$ cat config.mk
export PLATFORM = sky130hd
export DESIGN_NAME = sign_printer_flat
export DESIGN_NICKNAME = d
export VERILOG_FILES = /design/src/rtl/sign_printer_pkg.sv /design/src/rtl/sign_printer_if.sv /design/src/rtl/sign_printer_pos_counter.sv /design/src/rtl/sign_printer.sv /design/src/flat_wrapper.sv
export SDC_FILE = /design/constraint.sdc
export NUM_CORES = 1
export LEC_CHECK = 0
export BUFFER_PORTS_ARGS = -buffer_cell sky130_fd_sc_hd__buf_2
export CAP_MARGIN = 5
export CORE_MARGIN = 3
export CORE_UTILIZATION = 57
export DETAILED_ROUTE_END_ITERATION = 7
export PLACE_DENSITY = 0.83
export SLEW_MARGIN = 40
export SYNTH_ARGS = -nofsm -noshare
export SYNTH_HDL_FRONTEND = slang
export SYNTH_SLANG_ARGS = --single-unit
export TNS_END_PERCENT = 5
$ cat constraint.sdc
create_clock -name clk -period 2.7 [get_ports clk]
set_input_delay 0.54 -clock clk [delete_from_list [all_inputs] [get_ports clk]]
set_output_delay 0.54 -clock clk [all_outputs]
set_load 0.02 [all_outputs]
$ cat src/rtl/sign_printer_pkg.sv
// lcd_printer_pkg: shared FSM state type, default geometry constants and a counter-width helper. Rev 1.0
`default_nettype none

package lcd_printer_pkg;

  localparam int C_ADDR_WIDTH  = 7;
  localparam int C_SIGN_W      = 16;
  localparam int C_SIGN_H      = 8;
  localparam int C_X_WIDTH     = 9;
  localparam int C_Y_WIDTH     = 9;
  localparam int C_COLOR_WIDTH = 16;

  typedef enum logic [1:0] {
    S_IDLE  = 2'd0,
    S_FETCH = 2'd1,
    S_EMIT  = 2'd2,
    S_DONE  = 2'd3
  } state_t;

  // A one-deep dimension still needs a 1-bit counter.
  function automatic int cnt_w(input int n);
    return (n > 1) ? $clog2(n) : 1;
  endfunction

endpackage

`default_nettype wire

$ cat src/rtl/sign_printer_if.sv
// sign_printer_if: start/ROM/pixel-write bundle between the sign printer (master) and its environment (slave). Rev 1.0
`default_nettype none

interface sign_printer_if #(
  parameter int ADDR_WIDTH  = 7,
  parameter int X_WIDTH     = 9,
  parameter int Y_WIDTH     = 9,
  parameter int COLOR_WIDTH = 16
) ();

  logic                   start;
  logic [X_WIDTH-1:0]     x0;
  logic [Y_WIDTH-1:0]     y0;
  logic [COLOR_WIDTH-1:0] fg_color;
  logic [COLOR_WIDTH-1:0] bg_color;
  logic [ADDR_WIDTH-1:0]  rom_addr;
  logic                   rom_data;
  logic                   pix_valid;
  logic                   pix_ready;
  logic [X_WIDTH-1:0]     pix_x;
  logic [Y_WIDTH-1:0]     pix_y;
  logic [COLOR_WIDTH-1:0] pix_color;
  logic                   busy;
  logic                   done;

  modport master (
    input  start, x0, y0, fg_color, bg_color, rom_data, pix_ready,
    output rom_addr, pix_valid, pix_x, pix_y, pix_color, busy, done
  );

  modport slave (
    output start, x0, y0, fg_color, bg_color, rom_data, pix_ready,
    input  rom_addr, pix_valid, pix_x, pix_y, pix_color, busy, done
  );

endinterface

`default_nettype wire

$ cat src/rtl/sign_printer_pos_counter.sv
// sign_pos_counter: row-major column/row walker over the sign bitmap, with a last-position flag. Rev 1.0
`default_nettype none

module sign_pos_counter #(
  parameter int SIGN_W = 16,
  parameter int SIGN_H = 8,
  parameter int COL_W  = 4,
  parameter int ROW_W  = 3
) (
  input  wire logic             clk,
  input  wire logic             rst,
  input  wire logic             clear_i,
  input  wire logic             incr_i,
  output logic [COL_W-1:0]      col_o,
  output logic [ROW_W-1:0]      row_o,
  output logic                  last_o
);

  logic [COL_W-1:0] col_q, col_d;
  logic [ROW_W-1:0] row_q, row_d;
  logic             col_end, row_end;

  assign col_end = (col_q == COL_W'(SIGN_W - 1));
  assign row_end = (row_q == ROW_W'(SIGN_H - 1));

  always_comb begin
    col_d = col_q;
    row_d = row_q;
    if (clear_i) begin
      col_d = '0;
      row_d = '0;
    end else if (incr_i) begin
      if (col_end) begin
        col_d = '0;
        row_d = row_end ? '0 : row_q + ROW_W'(1);
      end else begin
        col_d = col_q + COL_W'(1);
      end
    end
  end

  always_ff @(posedge clk) begin
    if (rst) begin
      col_q <= '0;
      row_q <= '0;
    end else begin
      col_q <= col_d;
      row_q <= row_d;
    end
  end

  assign col_o  = col_q;
  assign row_o  = row_q;
  assign last_o = col_end && row_end;

endmodule

`default_nettype wire

$ cat src/rtl/sign_printer.sv
// sign_printer: walks a SIGN_W x SIGN_H ROM bitmap and issues one pixel write per bit. Rev 1.0
// Build option SIGN_TRANSPARENT_EN: clear bits are skipped instead of painted with bg_color.
`default_nettype none

module sign_printer
  import lcd_printer_pkg::*;
#(
  parameter int ADDR_WIDTH  = C_ADDR_WIDTH,
  parameter int SIGN_W      = C_SIGN_W,
  parameter int SIGN_H      = C_SIGN_H,
  parameter int X_WIDTH     = C_X_WIDTH,
  parameter int Y_WIDTH     = C_Y_WIDTH,
  parameter int COLOR_WIDTH = C_COLOR_WIDTH
) (
  input  wire logic     clk,
  input  wire logic     rst,
  sign_printer_if.master bus
);

  localparam int COL_W = cnt_w(SIGN_W);
  localparam int ROW_W = cnt_w(SIGN_H);

  state_t                 state_q;
  logic [X_WIDTH-1:0]     x0_q, pix_x_q, pix_x_d;
  logic [Y_WIDTH-1:0]     y0_q, pix_y_q, pix_y_d;
  logic [COLOR_WIDTH-1:0] fg_q, pix_color_q, pix_color_d;
  logic                   pix_valid_q, busy_q, done_q;
  logic                   emit_px;
  logic                   cnt_clear, cnt_incr;
  logic [COL_W-1:0]       col;
  logic [ROW_W-1:0]       row;
  logic                   last;

  sign_pos_counter #(
    .SIGN_W (SIGN_W),
    .SIGN_H (SIGN_H),
    .COL_W  (COL_W),
    .ROW_W  (ROW_W)
  ) u_pos (
    .clk     (clk),
    .rst     (rst),
    .clear_i (cnt_clear),
    .incr_i  (cnt_incr),
    .col_o   (col),
    .row_o   (row),
    .last_o  (last)
  );

`ifdef SIGN_TRANSPARENT_EN
  assign emit_px     = bus.rom_data;
  assign pix_color_d = fg_q;
`else
  logic [COLOR_WIDTH-1:0] bg_q;
  assign emit_px     = 1'b1;
  assign pix_color_d = bus.rom_data ? fg_q : bg_q;
`endif

  assign pix_x_d = x0_q + X_WIDTH'(col);
  assign pix_y_d = y0_q + Y_WIDTH'(row);

  // Transparent FETCH steps past a clear bit without visiting EMIT.
  assign cnt_clear = (state_q == S_IDLE) && bus.start;
  assign cnt_incr  = ((state_q == S_EMIT)  && bus.pix_ready && !last) ||
                     ((state_q == S_FETCH) && !emit_px      && !last);

  always_ff @(posedge clk) begin
    if (rst) begin
      state_q     <= S_IDLE;
      x0_q        <= '0;
      y0_q        <= '0;
      fg_q        <= '0;
`ifndef SIGN_TRANSPARENT_EN
      bg_q        <= '0;
`endif
      pix_x_q     <= '0;
      pix_y_q     <= '0;
      pix_color_q <= '0;
      pix_valid_q <= 1'b0;
      busy_q      <= 1'b0;
      done_q      <= 1'b0;
    end else begin
      done_q <= 1'b0;
      case (state_q)
        S_IDLE: begin
          if (bus.start) begin
            x0_q    <= bus.x0;
            y0_q    <= bus.y0;
            fg_q    <= bus.fg_color;
`ifndef SIGN_TRANSPARENT_EN
            bg_q    <= bus.bg_color;
`endif
            busy_q  <= 1'b1;
            state_q <= S_FETCH;
          end
        end
        S_FETCH: begin
          if (emit_px) begin
            pix_x_q     <= pix_x_d;
            pix_y_q     <= pix_y_d;
            pix_color_q <= pix_color_d;
            pix_valid_q <= 1'b1;
            state_q     <= S_EMIT;
          end else if (last) begin
            done_q  <= 1'b1;
            state_q <= S_DONE;
          end
        end
        S_EMIT: begin
          if (bus.pix_ready) begin
            pix_valid_q <= 1'b0;
            if (last) begin
              done_q  <= 1'b1;
              state_q <= S_DONE;
            end else begin
              state_q <= S_FETCH;
            end
          end
        end
        S_DONE: begin
          busy_q  <= 1'b0;
          state_q <= S_IDLE;
        end
        default: state_q <= S_IDLE;
      endcase
    end
  end

  assign bus.rom_addr  = ADDR_WIDTH'(int'(row) * SIGN_W + int'(col));
  assign bus.pix_valid = pix_valid_q;
  assign bus.pix_x     = pix_x_q;
  assign bus.pix_y     = pix_y_q;
  assign bus.pix_color = pix_color_q;
  assign bus.busy      = busy_q;
  assign bus.done      = done_q;

endmodule

`default_nettype wire

$ cat src/flat_wrapper.sv
// flat-port wrapper written by rule: the top's interface ports become plain ports
module sign_printer_flat import lcd_printer_pkg::*;
#(
  parameter int ADDR_WIDTH  = C_ADDR_WIDTH,
  parameter int SIGN_W      = C_SIGN_W,
  parameter int SIGN_H      = C_SIGN_H,
  parameter int X_WIDTH     = C_X_WIDTH,
  parameter int Y_WIDTH     = C_Y_WIDTH,
  parameter int COLOR_WIDTH = C_COLOR_WIDTH
)
  (clk, rst, bus_start, bus_x0, bus_y0, bus_fg_color, bus_bg_color, bus_rom_data, bus_pix_ready, bus_rom_addr, bus_pix_valid, bus_pix_x, bus_pix_y, bus_pix_color, bus_busy, bus_done);
  sign_printer_if #(.ADDR_WIDTH(ADDR_WIDTH), .X_WIDTH(X_WIDTH), .Y_WIDTH(Y_WIDTH), .COLOR_WIDTH(COLOR_WIDTH)) bus_i ();
  input  wire logic clk;
  input  wire logic rst;
  input wire logic [$bits(bus_i.start)-1:0] bus_start;
  input wire logic [$bits(bus_i.x0)-1:0] bus_x0;
  input wire logic [$bits(bus_i.y0)-1:0] bus_y0;
  input wire logic [$bits(bus_i.fg_color)-1:0] bus_fg_color;
  input wire logic [$bits(bus_i.bg_color)-1:0] bus_bg_color;
  input wire logic [$bits(bus_i.rom_data)-1:0] bus_rom_data;
  input wire logic [$bits(bus_i.pix_ready)-1:0] bus_pix_ready;
  output wire logic [$bits(bus_i.rom_addr)-1:0] bus_rom_addr;
  output wire logic [$bits(bus_i.pix_valid)-1:0] bus_pix_valid;
  output wire logic [$bits(bus_i.pix_x)-1:0] bus_pix_x;
  output wire logic [$bits(bus_i.pix_y)-1:0] bus_pix_y;
  output wire logic [$bits(bus_i.pix_color)-1:0] bus_pix_color;
  output wire logic [$bits(bus_i.busy)-1:0] bus_busy;
  output wire logic [$bits(bus_i.done)-1:0] bus_done;
  assign bus_i.start = bus_start;
  assign bus_i.x0 = bus_x0;
  assign bus_i.y0 = bus_y0;
  assign bus_i.fg_color = bus_fg_color;
  assign bus_i.bg_color = bus_bg_color;
  assign bus_i.rom_data = bus_rom_data;
  assign bus_i.pix_ready = bus_pix_ready;
  assign bus_rom_addr = bus_i.rom_addr;
  assign bus_pix_valid = bus_i.pix_valid;
  assign bus_pix_x = bus_i.pix_x;
  assign bus_pix_y = bus_i.pix_y;
  assign bus_pix_color = bus_i.pix_color;
  assign bus_busy = bus_i.busy;
  assign bus_done = bus_i.done;
  sign_printer #(.ADDR_WIDTH(ADDR_WIDTH), .SIGN_W(SIGN_W), .SIGN_H(SIGN_H), .X_WIDTH(X_WIDTH), .Y_WIDTH(Y_WIDTH), .COLOR_WIDTH(COLOR_WIDTH)) u_core (.clk(clk), .rst(rst), .bus(bus_i));
endmodule
Word level (Yosys, flattened, before mapping):

Index checks and enable logic that the tools add are counted.
W data, S select, Z words.

* add/sub/neg operators: 5
* reductions and logical operators: 15
* equal/unequal tests: 7
* multiplexer cells: 12
* bitwise operators: 2

Operators by type and width (number)
* $mux W16: 1
* $reduce_and A2 Y1: 5
* $add A9 B3 Y9: 1
* $add A9 B4 Y9: 1
* $pmux W2 S4: 1
* $add A7 B4 Y7: 1
* $mux W2: 3
* $add A4 B1 Y4 const B: 1
* $eq A2 B2 Y1 const B: 2
* $eq A4 B4 Y1 const B: 1
* $logic_and A1 B1 Y1: 4
* $mux W4: 1
* $ne A2 B2 Y1 const B: 2
* $pmux W1 S2: 2
* $reduce_bool A2 Y1: 2
* $add A3 B1 Y3 const B: 1
* $eq A3 B3 Y1 const B: 1
* $mux W1: 3
* $mux W3: 1
* $reduce_or A3 Y1: 1
* $eq A2 B1 Y1 const B: 1
* $logic_not A2 Y1: 1
* $not A1 Y1: 2
* $reduce_or A2 Y1: 1
* $logic_not A1 Y1: 1

* input port bits: 55
* register bits: 96
* logic and storage cells: 54

Logic depth before layout (Yosys ltp):

* word-level depth: 5
* gate-level depth with buffers: 7
* depth with buffers taken out: 7

Modules after synthesis:

A second synthesis with hierarchy kept.

* cell total of the unflattened synthesis: 461
* area, all modules: 3981.3 um^2

By module, submodules not included
* sign_printer: area an instance 3644.7 um^2, cells an instance 428, times used 1, sequential area each 1781.7 um^2
* sign_pos_counter: area an instance 336.6 um^2, cells an instance 33, times used 1, sequential area each 140.1 um^2

Worst setup path after synthesis:

OpenSTA, ideal clock, no wires.

* kind: flip-flop to flip-flop
* start point: register u_core.u_pos.col_q[0] (netlist: u_core.u_pos.col_o[0])
* end point: register u_core.pix_x_q[6] (netlist: u_core.bus.pix_x[6])
* arrival time: 1879 ps
* slack: 736 ps
* cell stages (with the launch flop): 7
* library setup time: 86 ps
* cells stage by stage: dfxtp_1 -> ha_1 -> fa_1 -> a211oi_2 -> nor3_1 -> xnor2_1 -> a211oi_1

* cells in the longest elaborated chain, start to end: 1

RTL lines
* start: declaration: RTL line sign_printer_pos_counter.sv:19 `logic [COL_W-1:0] col_q, col_d;`
* start signal: assignment: RTL line sign_printer_pos_counter.sv:47 `col_q <= col_d;`
* $add A9 B4 Y9: RTL line sign_printer.sv:58 `assign pix_x_d = x0_q + X_WIDTH'(col);`
* end signal: assignment: RTL line sign_printer.sv:98 `pix_x_q <= pix_x_d;`
* end: declaration: RTL line sign_printer.sv:24 `logic [X_WIDTH-1:0] x0_q, pix_x_q, pix_x_d;`

Every way passes these cells.
A chain may end at the register's enable or synchronous reset.

Worst setup path after layout:

Ends and elaborated chain as after synthesis.

==> results.md <==
Final layout:
- The most common cell after layout, fill and taps aside is sky130_fd_sc_hd__nand2_1.
- The non-filler instance count after layout is 654.
- 0 antenna diodes ended up in the layout.
- The area growth from synthesis to final layout is 17.4%.
- Measured on the finished design, the core utilization comes to 69.7%.
- In the final design database the tool counted 620 nets.
- The fill cell instance count of the final layout is 579.
- The share of cells above drive strength 1 is 24.0%.
- In the layout the commonest cells are sky130_fd_sc_hd__nand2_1, sky130_fd_sc_hd__buf_2, sky130_fd_sc_hd__dfxtp_1.

Synth:
- The synthesized design contains 96 register bits.
- The cell area after technology mapping is 4060 um2.
- The cell type with the largest total area after synthesis is sky130_fd_sc_hd__dfxtp_1.
- After synthesis, the cell types taking the most area are sky130_fd_sc_hd__dfxtp_1, sky130_fd_sc_hd__nand2_1, sky130_fd_sc_hd__a21oi_1.
- The count of mapped cells out of synthesis is around 470.
- The top-area cell type share of the netlist area is a little under half.
- During synthesis, Yosys emitted a total of 0 warnings.
- The fraction of registers with async set or reset after synthesis is 0%.
- Sequential elements use 47.4% of the synthesized area.
- The number of distinct library cell variants in the gate-level netlist after synthesis is between 40 and 50.
- The per-instance average area after synthesis is approximately 8.6 um2.
- The number of nets handed over by synthesis was 536.
- The dominant register cell in the synthesized netlist is sky130_fd_sc_hd__dfxtp_1.
- Counting flops with a built-in enable in the synthesized netlist gives 0.

Timing:
- The maximum achievable frequency is 0.488 GHz.
- The final-layout setup total negative slack is 0 ns.
- The final count of hold timing violations came to 0.
- Setup repair after global routing left no endpoint under its margin.
- The final max-slew violation count is 0.
- Subtracting the final worst setup slack from the clock period gives 2.05 ns.
- The number of setup violations in the final report is 0.
- The actual transition at the worst max-transition pin is 0.561 ns.
- Clock skew on the completed layout was measured at 0.0109 ns.
- Headroom to the max-slew limit came out at ~63%.
- The setup slack after layout is between 0.6 and 0.7 ns.
- The share of the clock period used by the worst path is 75.9%.

Worst setup path:
- The launch point of the worst reg-to-reg path is u_core.u_pos.col_o[0].
- The kind of capture point of the worst setup path is a flop.
- The worst setup path is launched from a flop.
- The maximum fanout encountered on the critical timing path is 7.
- The worst setup path is of the flop to flop kind.
- For the worst setup path, the data required time is 2.98 ns.
- STA puts the critical path data arrival time at roughly 2.3 ns.
- The worst setup path startpoint is u_core.u_pos.col_o[0].

Clock tree:
- The TritonCTS buffer count is 9.
- The clock tree from TritonCTS is yes.
- The level count of the clock H-tree is 3.
- The total setup buffers inserted after CTS is 0.
- In this run the deepest clock path goes through 2 buffers.
- The clock sink count is 96.
- The clock latency on the worst-skew pair is 0.36 ns.
- The number of hold buffers added after CTS was 0.
- The number of gates resized after CTS was 0.
- The root buffer cell chosen for the clock tree is sky130_fd_sc_hd__clkbuf_8.
- After clock tree synthesis, the clock-pin slew on the worst setup and hold paths is 0.10 ns.

Power:
- The worst-case IR drop observed on VDD is 0.000437 V.
- The combinational share of power is 14.1%.
- The internal power is 2.01 mW.
- The share of total power dissipated in the clock network is 31.1%.
- In this run switching power makes up between 20 and 30% of total power.
- The design draws 2.85 mW.
- Power spread over the standard cell area amounts to 598 nW/um2.
- The analysis attributes to cell leakage a power of 2.04 nW.
- The power share of the sequential group is 54.7%.
- In this run the power spent charging and discharging nets is roughly 0.84 mW.

Detailed routing:
- For this run, the detailed router's first-pass iteration total came to 4.
- Dividing the detail-routed wire length by the instance count gives 14.0 um.
- The violation count after the first detailed-routing iteration is between 100 and 150.
- In the routed design, unresolved DRC markers number 0.
- For this block, the via count after detailed routing is 3474.
- The via count normalized by instance count is 5.31.
- Summed over all layers, the routed wires come to 9150 um.
- The remaining antenna violation count after routing is 0.

Global route:
- The number of antenna violations at the first check in global routing is 0.
- Entering global routing, the biggest net connects around 40 pins.
- The first global-routing pass estimated 15500 um of wire.
- Global routing used 22.9% of the available tracks.
- Global routing finished with a remaining overflow of 0.
- The via count of the first global-routing pass is 3423.

Floorplanning:
- In this run the count of I/O pins placed on the die edge is 99.
- For this configuration, the core starts out at a cell density of 59.4%.
- The die covers about 8000 um2.
- The overall die height is approximately 90 um.
- The total area inside the core boundary comes to ~6800 um2.
- The standard-cell row count is 30.
- Measured along the x axis, the die boundary spans 90.4 um.

Place:
- Counting tap cells, the placed design contains a total of 638 instances.
- The count of buffers added on input and output ports is 98.
- Before CTS, the worst setup slack after placement is 0.691 ns.
- Routability-driven placement finished with a final weighted congestion of 0.791.
- The post-detailed-placement half-perimeter wirelength is 6590 um.

Worst hold path:
- The class of the worst hold path is primary input to flop.
- The startpoint of the most critical hold path is bus_bg_color[6].

Run status:
- The run finished with clean final reports.

Job:
- The total of max-cap violations is 0.
-- flip-flops by register name, summed over array words and instances (netlist names) --
register              count
u_core.bg_q              16
u_core.bus.busy           1
u_core.bus.done           1
u_core.bus.pix_color     16
u_core.bus.pix_valid      1
u_core.bus.pix_x          9
u_core.bus.pix_y          9
u_core.fg_q              16
u_core.state_q            2
u_core.u_pos.col_o        4
u_core.u_pos.row_o        3
u_core.x0_q               9
u_core.y0_q               9
-- metrics by stage --
stage / hold slack, ns / area, um2
floorplan: 0.436 / 4060
global placement: 0.440 / 4580
detailed placement: 0.447 / 4580
CTS: 0.398 / 4760
global route: 0.409 / 4760
finish: 0.403 / 4760
-- synth_stat cells, types with 2 or more instances --
cell type	number
sky130_fd_sc_hd__nand2_1	114
sky130_fd_sc_hd__a21oi_1	62
sky130_fd_sc_hd__buf_4	8
sky130_fd_sc_hd__ha_1	10
sky130_fd_sc_hd__fa_1	2
sky130_fd_sc_hd__inv_1	6
sky130_fd_sc_hd__mux2i_1	20
sky130_fd_sc_hd__a21o_1	2
sky130_fd_sc_hd__a211oi_1	25
sky130_fd_sc_hd__nor2b_1	4
sky130_fd_sc_hd__nor3_1	3
sky130_fd_sc_hd__a311oi_1	4
sky130_fd_sc_hd__nor2_1	39
sky130_fd_sc_hd__a211oi_2	3
sky130_fd_sc_hd__xor2_1	3
sky130_fd_sc_hd__nand3_1	4
sky130_fd_sc_hd__nand2b_1	4
sky130_fd_sc_hd__buf_2	15
sky130_fd_sc_hd__nand3b_1	2
sky130_fd_sc_hd__xnor2_1	6
sky130_fd_sc_hd__and2_1	3
sky130_fd_sc_hd__o21ai_0	5
sky130_fd_sc_hd__or3_1	2
sky130_fd_sc_hd__dfxtp_1	96
sky130_fd_sc_hd__clkbuf_1	9
-- cell type report --
class / count / area, um2 / share of cell area [%]
clock buffer: 9 / 124 / 2.60
multi-input combinational: 335 / 1960 / 41.2
tap: 96 / 120 / 2.52
timing repair buffer: 105 / 556 / 11.7
inverter: 6 / 22.5 / 0.473
clock inverter: 7 / 58.8 / 1.23
sequential: 96 / 1920 / 40.3
-- per-layer routing --
| metal | vias to the layer above | part of all wire, % | GRT usage, % |
|---|---|---|---|
| met1 | 1610 | 45 | 28.1 |
| li1 | 1762 | - | - |
| met3 | 17 | 4.3 | 4.08 |
| met2 | 85 | 49 | 40.3 |
| met5 | - | 0 | 0 |
| met4 | 0 | 1.3 | 8.29 |
-- final timing paths --
| check | end | slack [ns] | cells past startpoint |
|---|---|---|---|
| max | u_core.bus.pix_x[6] | 0.65 | 6 |
| min | u_core.bg_q[6] | 0.40 | 3 |
| max reg2reg | u_core.bus.pix_x[6] | 0.65 | 6 |
| min reg2reg | u_core.bg_q[0] | 0.46 | 2 |
-- cells by family (layout without fill, tap and decap cells) --
kind of cell    after synthesis  in the layout  share of synthesized area [%]
flops                        96             96                           47.4
buf+inv                      38            127                           4.72
fa+ha+maj                    12             12                           4.07
compound gates              109            109                           16.7
simple gates                185            185                           20.2
xor+xnor                      9              9                           1.94
mux                          20             20                           4.94
-- power groups by stage --
stage	clock network [mW]	logic (mW)	registers [mW]
2_1_floorplan	0	0.238	1.62
3_3_place_gp	0	0.393	1.59
3_5_place_dp	0	0.403	1.59
4_1_cts	0.900	0.406	1.56
5_1_grt	0.957	0.451	1.57
6_report	0.887	0.403	1.56
-- worst max-delay path: stages (launching register included) --
cell	delay, ns
sky130_fd_sc_hd__dfxtp_1	0.40
sky130_fd_sc_hd__ha_1	0.27
sky130_fd_sc_hd__fa_1	0.42
sky130_fd_sc_hd__a211oi_2	0.41
sky130_fd_sc_hd__nor3_1	0.11
sky130_fd_sc_hd__xnor2_1	0.15
sky130_fd_sc_hd__a211oi_1	0.22
(Power assumes the default switching activity.)
